$ cat src/rtl/macc_dot.sv
// macc_dot: streaming signed dot-product engine. Accumulates a*b products
// over frames whose length is taken from len on each frame's first sample,
// and emits one result per frame with a single-cycle valid strobe.
// Optional saturating accumulation: define MACC_DOT_SAT_EN.
module macc_dot #(
  parameter int SIZEIN  = 16,
  parameter int SIZEOUT = 40,
  parameter int LEN_W   = 8
) (
  input  logic                      clk,
  input  logic                      rst_n,
  input  logic                      ce,
  input  logic                      clr,
  input  logic                      in_valid,
  input  logic signed [SIZEIN-1:0]  a,
  input  logic signed [SIZEIN-1:0]  b,
  input  logic        [LEN_W-1:0]   len,
  output logic                      out_valid,
  output logic signed [SIZEOUT-1:0] accum_out,
  output logic                      sat
);

  localparam int PW = 2 * SIZEIN;

`ifdef MACC_DOT_SAT_EN
  localparam logic [SIZEOUT-1:0] ACC_MAX = {1'b0, {(SIZEOUT-1){1'b1}}};
  localparam logic [SIZEOUT-1:0] ACC_MIN = {1'b1, {(SIZEOUT-1){1'b0}}};

  // Returns {clip, value}: the sum clamped to the signed SIZEOUT range.
  function automatic logic [SIZEOUT:0] sat_add(
    input logic signed [SIZEOUT-1:0] x,
    input logic signed [SIZEOUT-1:0] y
  );
    logic signed [SIZEOUT:0] s;
    s = {x[SIZEOUT-1], x} + {y[SIZEOUT-1], y};
    if (s[SIZEOUT] != s[SIZEOUT-1])
      return {1'b1, (s[SIZEOUT] ? ACC_MIN : ACC_MAX)};
    else
      return {1'b0, s[SIZEOUT-1:0]};
  endfunction
`endif

  // Frame sequencing
  logic [LEN_W-1:0] cnt_q, cnt_d;
  logic [LEN_W-1:0] len_q, len_d;
  logic [LEN_W-1:0] eff_len;
  logic             accept, first_s, last_s;

  // Stage 1 registers
  logic signed [SIZEIN-1:0] a_p1_q, b_p1_q;
  logic                     vld_p1_q, first_p1_q, last_p1_q;

  // Stage 2 registers
  logic signed [PW-1:0]     prod_p2_q;
  logic                     vld_p2_q, first_p2_q, last_p2_q;

  // Stage 3 registers
  logic signed [SIZEOUT-1:0] acc_q, acc_d, accum_q;
  logic signed [SIZEOUT-1:0] prod_ext, acc_base;
  logic                      out_valid_q, load_s3;

  // Frame counter next state; a zero length is treated as a single-sample frame
  always_comb begin
    accept  = ce & in_valid & ~clr;
    first_s = (cnt_q == '0);
    if (first_s)
      eff_len = (len == '0) ? LEN_W'(1) : len;
    else
      eff_len = len_q;
    last_s = (cnt_q == (eff_len - LEN_W'(1)));
    cnt_d  = cnt_q;
    len_d  = len_q;
    if (clr) begin
      cnt_d = '0;
    end else if (accept) begin
      cnt_d = last_s ? '0 : (cnt_q + LEN_W'(1));
      if (first_s)
        len_d = eff_len;
    end
  end

  // Counter and latched frame length
  always_ff @(posedge clk or negedge rst_n) begin
    if (!rst_n) begin
      cnt_q <= '0;
      len_q <= '0;
    end else if (ce) begin
      cnt_q <= cnt_d;
      len_q <= len_d;
    end
  end

  // ---- Stage 1: capture sample and frame position ----
  always_ff @(posedge clk or negedge rst_n) begin
    if (!rst_n) begin
      a_p1_q     <= '0;
      b_p1_q     <= '0;
      vld_p1_q   <= 1'b0;
      first_p1_q <= 1'b0;
      last_p1_q  <= 1'b0;
    end else if (ce) begin
      vld_p1_q <= accept;
      if (accept) begin
        a_p1_q     <= a;
        b_p1_q     <= b;
        first_p1_q <= first_s;
        last_p1_q  <= last_s;
      end
    end
  end

  // ---- Stage 2: full-precision product ----
  always_ff @(posedge clk or negedge rst_n) begin
    if (!rst_n) begin
      prod_p2_q  <= '0;
      vld_p2_q   <= 1'b0;
      first_p2_q <= 1'b0;
      last_p2_q  <= 1'b0;
    end else if (ce) begin
      prod_p2_q  <= a_p1_q * b_p1_q;
      vld_p2_q   <= vld_p1_q & ~clr;
      first_p2_q <= first_p1_q;
      last_p2_q  <= last_p1_q;
    end
  end

  // ---- Stage 3: accumulate; a first sample restarts the sum ----
`ifdef MACC_DOT_SAT_EN
  logic [SIZEOUT:0] add_r;
  logic             clip, flag_q, flag_d, sat_q;
`endif

  // Accumulator next value (wrapping or saturating)
  always_comb begin
    load_s3  = vld_p2_q & ~clr;
    prod_ext = SIZEOUT'(prod_p2_q);
    acc_base = first_p2_q ? '0 : acc_q;
`ifdef MACC_DOT_SAT_EN
    add_r  = sat_add(acc_base, prod_ext);
    clip   = add_r[SIZEOUT];
    acc_d  = add_r[SIZEOUT-1:0];
    flag_d = (first_p2_q ? 1'b0 : flag_q) | clip;
`else
    acc_d  = acc_base + prod_ext;
`endif
  end

  // Accumulator, result register and result strobe
  always_ff @(posedge clk or negedge rst_n) begin
    if (!rst_n) begin
      acc_q       <= '0;
      accum_q     <= '0;
      out_valid_q <= 1'b0;
    end else if (ce) begin
      out_valid_q <= 1'b0;
      if (load_s3) begin
        acc_q <= acc_d;
        if (last_p2_q) begin
          accum_q     <= acc_d;
          out_valid_q <= 1'b1;
        end
      end
    end
  end

`ifdef MACC_DOT_SAT_EN
  // Sticky per-frame clip flag, published with each result
  always_ff @(posedge clk or negedge rst_n) begin
    if (!rst_n) begin
      flag_q <= 1'b0;
      sat_q  <= 1'b0;
    end else if (ce && load_s3) begin
      flag_q <= flag_d;
      if (last_p2_q)
        sat_q <= flag_d;
    end
  end

  assign sat = sat_q;
`else
  assign sat = 1'b0;
`endif

  assign out_valid = out_valid_q;
  assign accum_out = accum_q;

endmodule

$ cat config.mk
export PLATFORM = sky130hd
export DESIGN_NAME = macc_dot
export DESIGN_NICKNAME = d
export VERILOG_FILES = /design/src/rtl/macc_dot.sv
export SDC_FILE = /design/constraint.sdc
export NUM_CORES = 1
export LEC_CHECK = 0
export BUFFER_PORTS_ARGS = -buffer_cell sky130_fd_sc_hd__buf_2
export CORE_MARGIN = 10
export CORE_UTILIZATION = 40
export CTS_CLUSTER_SIZE = 8
export DETAILED_ROUTE_END_ITERATION = 16
export PLACE_DENSITY_LB_ADDON = 0.08
export REMOVE_ABC_BUFFERS = 1
export SYNTH_ARGS = -nofsm -noshare
export SYNTH_HDL_FRONTEND = slang
export SYNTH_SLANG_ARGS = --single-unit
$ cat constraint.sdc
create_clock -name clk -period 9 [get_ports clk]
set_clock_uncertainty 0.1 [all_clocks]
set_input_delay 1.8 -clock clk [delete_from_list [all_inputs] [get_ports clk]]
set_output_delay 1.8 -clock clk [all_outputs]
set_load 0.02 [all_outputs]
==> results.cfg <==
[finish]
regArea_um2 = 4180
fin_nets = 2463
multi_input_area_um2 = 13200
nFillCells = 4745
n_antenna_cell = 0
drive_gt1_frac = 0.103
postLayoutCellArea_um2 = 20400
area_growth_pct = 7.90

[logic_synthesis]
yosys_warnings = 0
syn_area_um2 = 18900
synth_seq_cells = 167
syn_inst = 2005
ys_types = 72
async_flop_share = 1.00
synth_edf_count = 0
ys.flop_type = dfrtp_1
ys_seq_area_frac = 0.221
avgSynthCellArea_um2 = 9.44

[placed_design]
gp_congestion = 0.837
dpl_cell_area_um2 = 19800
portBuffers = 85
dpl.hpwl_mm = 35.5

[global_route]
grt_pass1_wl_mm = 76.4
antenna_found_initial = 0
grt_start_max_net_pins = 86
overflow = 0
grt_pass1_vias = 14400
groute.usage.overall = 0.170

[setup_path]
cp-end-kind = flip-flop
r2r-start = a_p1_q[7]$_DFFE_PN0P_
timing.rr.end = prod_p2_q[28]$_DFFE_PN0P_
startpoint = a_p1_q[7]$_DFFE_PN0P_
startpoint_type = flip-flop
cp.arrival_ns = 7.35
required_ns = 9.27
r2r_slack_ns = 1.92
critPathMaxFanout = 17
ff2ff_path_depth = 21
worstSetupPathType = flip-flop to flip-flop

[clock_network]
cts_buffers = 17
cts_root_buf = clkbuf_16
clkSlewWorstSetupHoldPaths_ns = 0.07
htreeDepth = 4
cts_buffer_depth = 2
cts_tree = built
ctsResizeCount = 0
insertion_delay_ns = 0.49
postCtsSetupRepairBufs = 0
clock-sinks = 167
hold_buffers = 0

[timing]
setup_violations = 0
fin_crit_ns = 7.08
slew_viol_final = 0
timing.fmax_ghz = 0.141
tns_ns = 0
slew_headroom = 0.412
fin_hold_ws_ns = 0.373
hold_viol_final = 0
worst_slew_pin_slew_ns = 0.882
rsz0062_at_grt = no
fin_crit_sh = 0.787

[drt]
drt-met1-wl_mm = 19.7
via_count = 13400
wirelength_mm = 45.1
wl_per_cell_um = 17.0
topRoutingLayerUsed = met4
ant_nets = 0
drtIter0Drc = 549
vias_per_cell = 5.05
drc = 0
dr.pass1.iters = 4
wl_met2_mm = 23.6
dr_wl_met3_um = 959

[run_status]
status = complete, no violations

[die]
start_util = 0.406
fp.dieH_um = 237
die_w_um = 237
fp.coreArea_um2 = 46700
num_rows = 79
ios = 87
die_area_um2 = 56400

[worst_hold_path]
hp-start = acc_q[0]$_DFFE_PN0P_
hold_depth = 2
holdPathEnd = acc_q[0]$_DFFE_PN0P_
worstHoldPathType = flip-flop to flip-flop

[run]
drv_cap = 0
-- cells in the mapped netlist (5+ instances only) --
| library cell | n | area (um^2) |
|---|---|---|
| dfrtp_1 | 167 | 4180 |
| xnor2_1 | 53 | 464 |
| inv_1 | 305 | 1140 |
| o31ai_1 | 6 | 45.0 |
| xor2_1 | 24 | 210 |
| nand2b_1 | 13 | 81.3 |
| nand4_1 | 11 | 68.8 |
| nor2b_1 | 47 | 294 |
| ha_1 | 124 | 1550 |
| clkbuf_1 | 80 | 300 |
| a21oi_1 | 73 | 365 |
| o21ai_1 | 5 | 25.0 |
| nand3_1 | 21 | 105 |
| and2_1 | 125 | 782 |
| o211ai_1 | 8 | 60.1 |
| o21a_1 | 8 | 60.1 |
| a21o_1 | 35 | 263 |
| nand2_1 | 247 | 927 |
| fa_1 | 263 | 5270 |
| mux2_2 | 69 | 777 |
| mux2i_1 | 10 | 100 |
| o21ai_0 | 112 | 561 |
| nor2_1 | 67 | 251 |
| o21bai_1 | 14 | 105 |
| o311ai_1 | 5 | 43.8 |
| or3_1 | 5 | 31.3 |
| and3_1 | 11 | 68.8 |
| a31oi_1 | 10 | 62.6 |
| nor3_1 | 15 | 75.1 |
-- kinds of logic (layout without fill, tap and decap cells) --
| logic type | count (synthesis) | in the layout | synth area share |
|---|---|---|---|
| compound gates | 317 | 317 | 0.104 |
| simple gates | 581 | 581 | 0.151 |
| buf+inv | 393 | 431 | 0.0792 |
| other cells | 1 | 1 | 0.000198 |
| xor+xnor | 78 | 78 | 0.0368 |
| fa+ha+maj | 387 | 387 | 0.360 |
| flops | 167 | 167 | 0.221 |
| mux | 81 | 81 | 0.0477 |
-- layout make-up --
type,instances,area share
Tap cell,607,0.0372
Timing Repair Buffer,95,0.0248
Multi-Input combinational cell,1445,0.649
Inverter,305,0.0561
Sequential cell,167,0.205
Clock buffer,17,0.0208
Clock inverter,14,0.00735
-- worst max path at each step --
stage          cells after the start                         to  slack (ns)
6_report                          21  prod_p2_q[28]$_DFFE_PN0P_        1.92
5_1_grt                           20  prod_p2_q[29]$_DFFE_PN0P_        1.42
4_1_cts                           20  prod_p2_q[29]$_DFFE_PN0P_        1.96
3_5_place_dp                      20  prod_p2_q[29]$_DFFE_PN0P_        1.97
3_3_place_gp                      20  prod_p2_q[29]$_DFFE_PN0P_        2.03
2_1_floorplan                     20  prod_p2_q[29]$_DFFE_PN0P_        2.65
-- critical path: stages, from the launching register on --
cell and delay [ns]:
dfrtp_1 0.81, nand2_1 0.18, fa_1 0.57, inv_1 0.05, fa_1 0.50, inv_1 0.05
fa_1 0.52, inv_1 0.07, fa_1 0.39, fa_1 0.51, inv_1 0.05, fa_1 0.47
inv_1 0.04, ha_1 0.33, a21o_1 0.20, a211o_1 0.29, a211oi_1 0.57, nor4_1 0.21
o31a_1 0.36, o21a_1 0.19, or3_1 0.30, a31o_1 0.22
-- sequential cells by signal (all words and copies together) (netlist names) --
name        count
last_p1_q       1
acc_q          40
out_valid       1
a_p1_q         16
vld_p2_q        1
b_p1_q         16
cnt_q           8
accum_out      40
first_p1_q      1
last_p2_q       1
prod_p2_q      32
len_q           8
vld_p1_q        1
first_p2_q      1
-- cells in the final DEF, fill, tap and decap left out, types with 11 or more instances in the layout --
cell type / synthesis / routed
a21o_1: 35 / 35
a21oi_1: 73 / 73
and2_1: 125 / 125
and3_1: 11 / 11
buf_2: 4 / 84
clkbuf_16: 0 / 17
dfrtp_1: 167 / 167
fa_1: 263 / 263
ha_1: 124 / 124
inv_1: 305 / 305
mux2_2: 69 / 69
nand2_1: 247 / 244
nand2b_1: 13 / 13
nand3_1: 21 / 21
nand4_1: 11 / 11
nor2_1: 67 / 67
nor2b_1: 47 / 47
nor3_1: 15 / 15
o21ai_0: 112 / 112
o21bai_1: 14 / 14
xnor2_1: 53 / 53
xor2_1: 24 / 24
-- routing by layer --
metal / up-vias / global-route usage
met1: 6752 / 0.206
met4: 0 / 0.0503
met5: - / 0
li1: 6447 / -
met2: 132 / 0.307
met3: 42 / 0.0229
-- stage by stage --
step                setup WS, ns   util  std cells
global placement            2.03  0.425       2619
CTS                         1.96  0.438       2650
floorplan                   2.65      -       1917
detailed placement          1.97  0.425       2619
finish                      1.92  0.438       2650
global route                1.42  0.438       2650
Power is not shown: default switching activity piles up to over one toggle a cycle in this logic, so the estimate is an artifact.
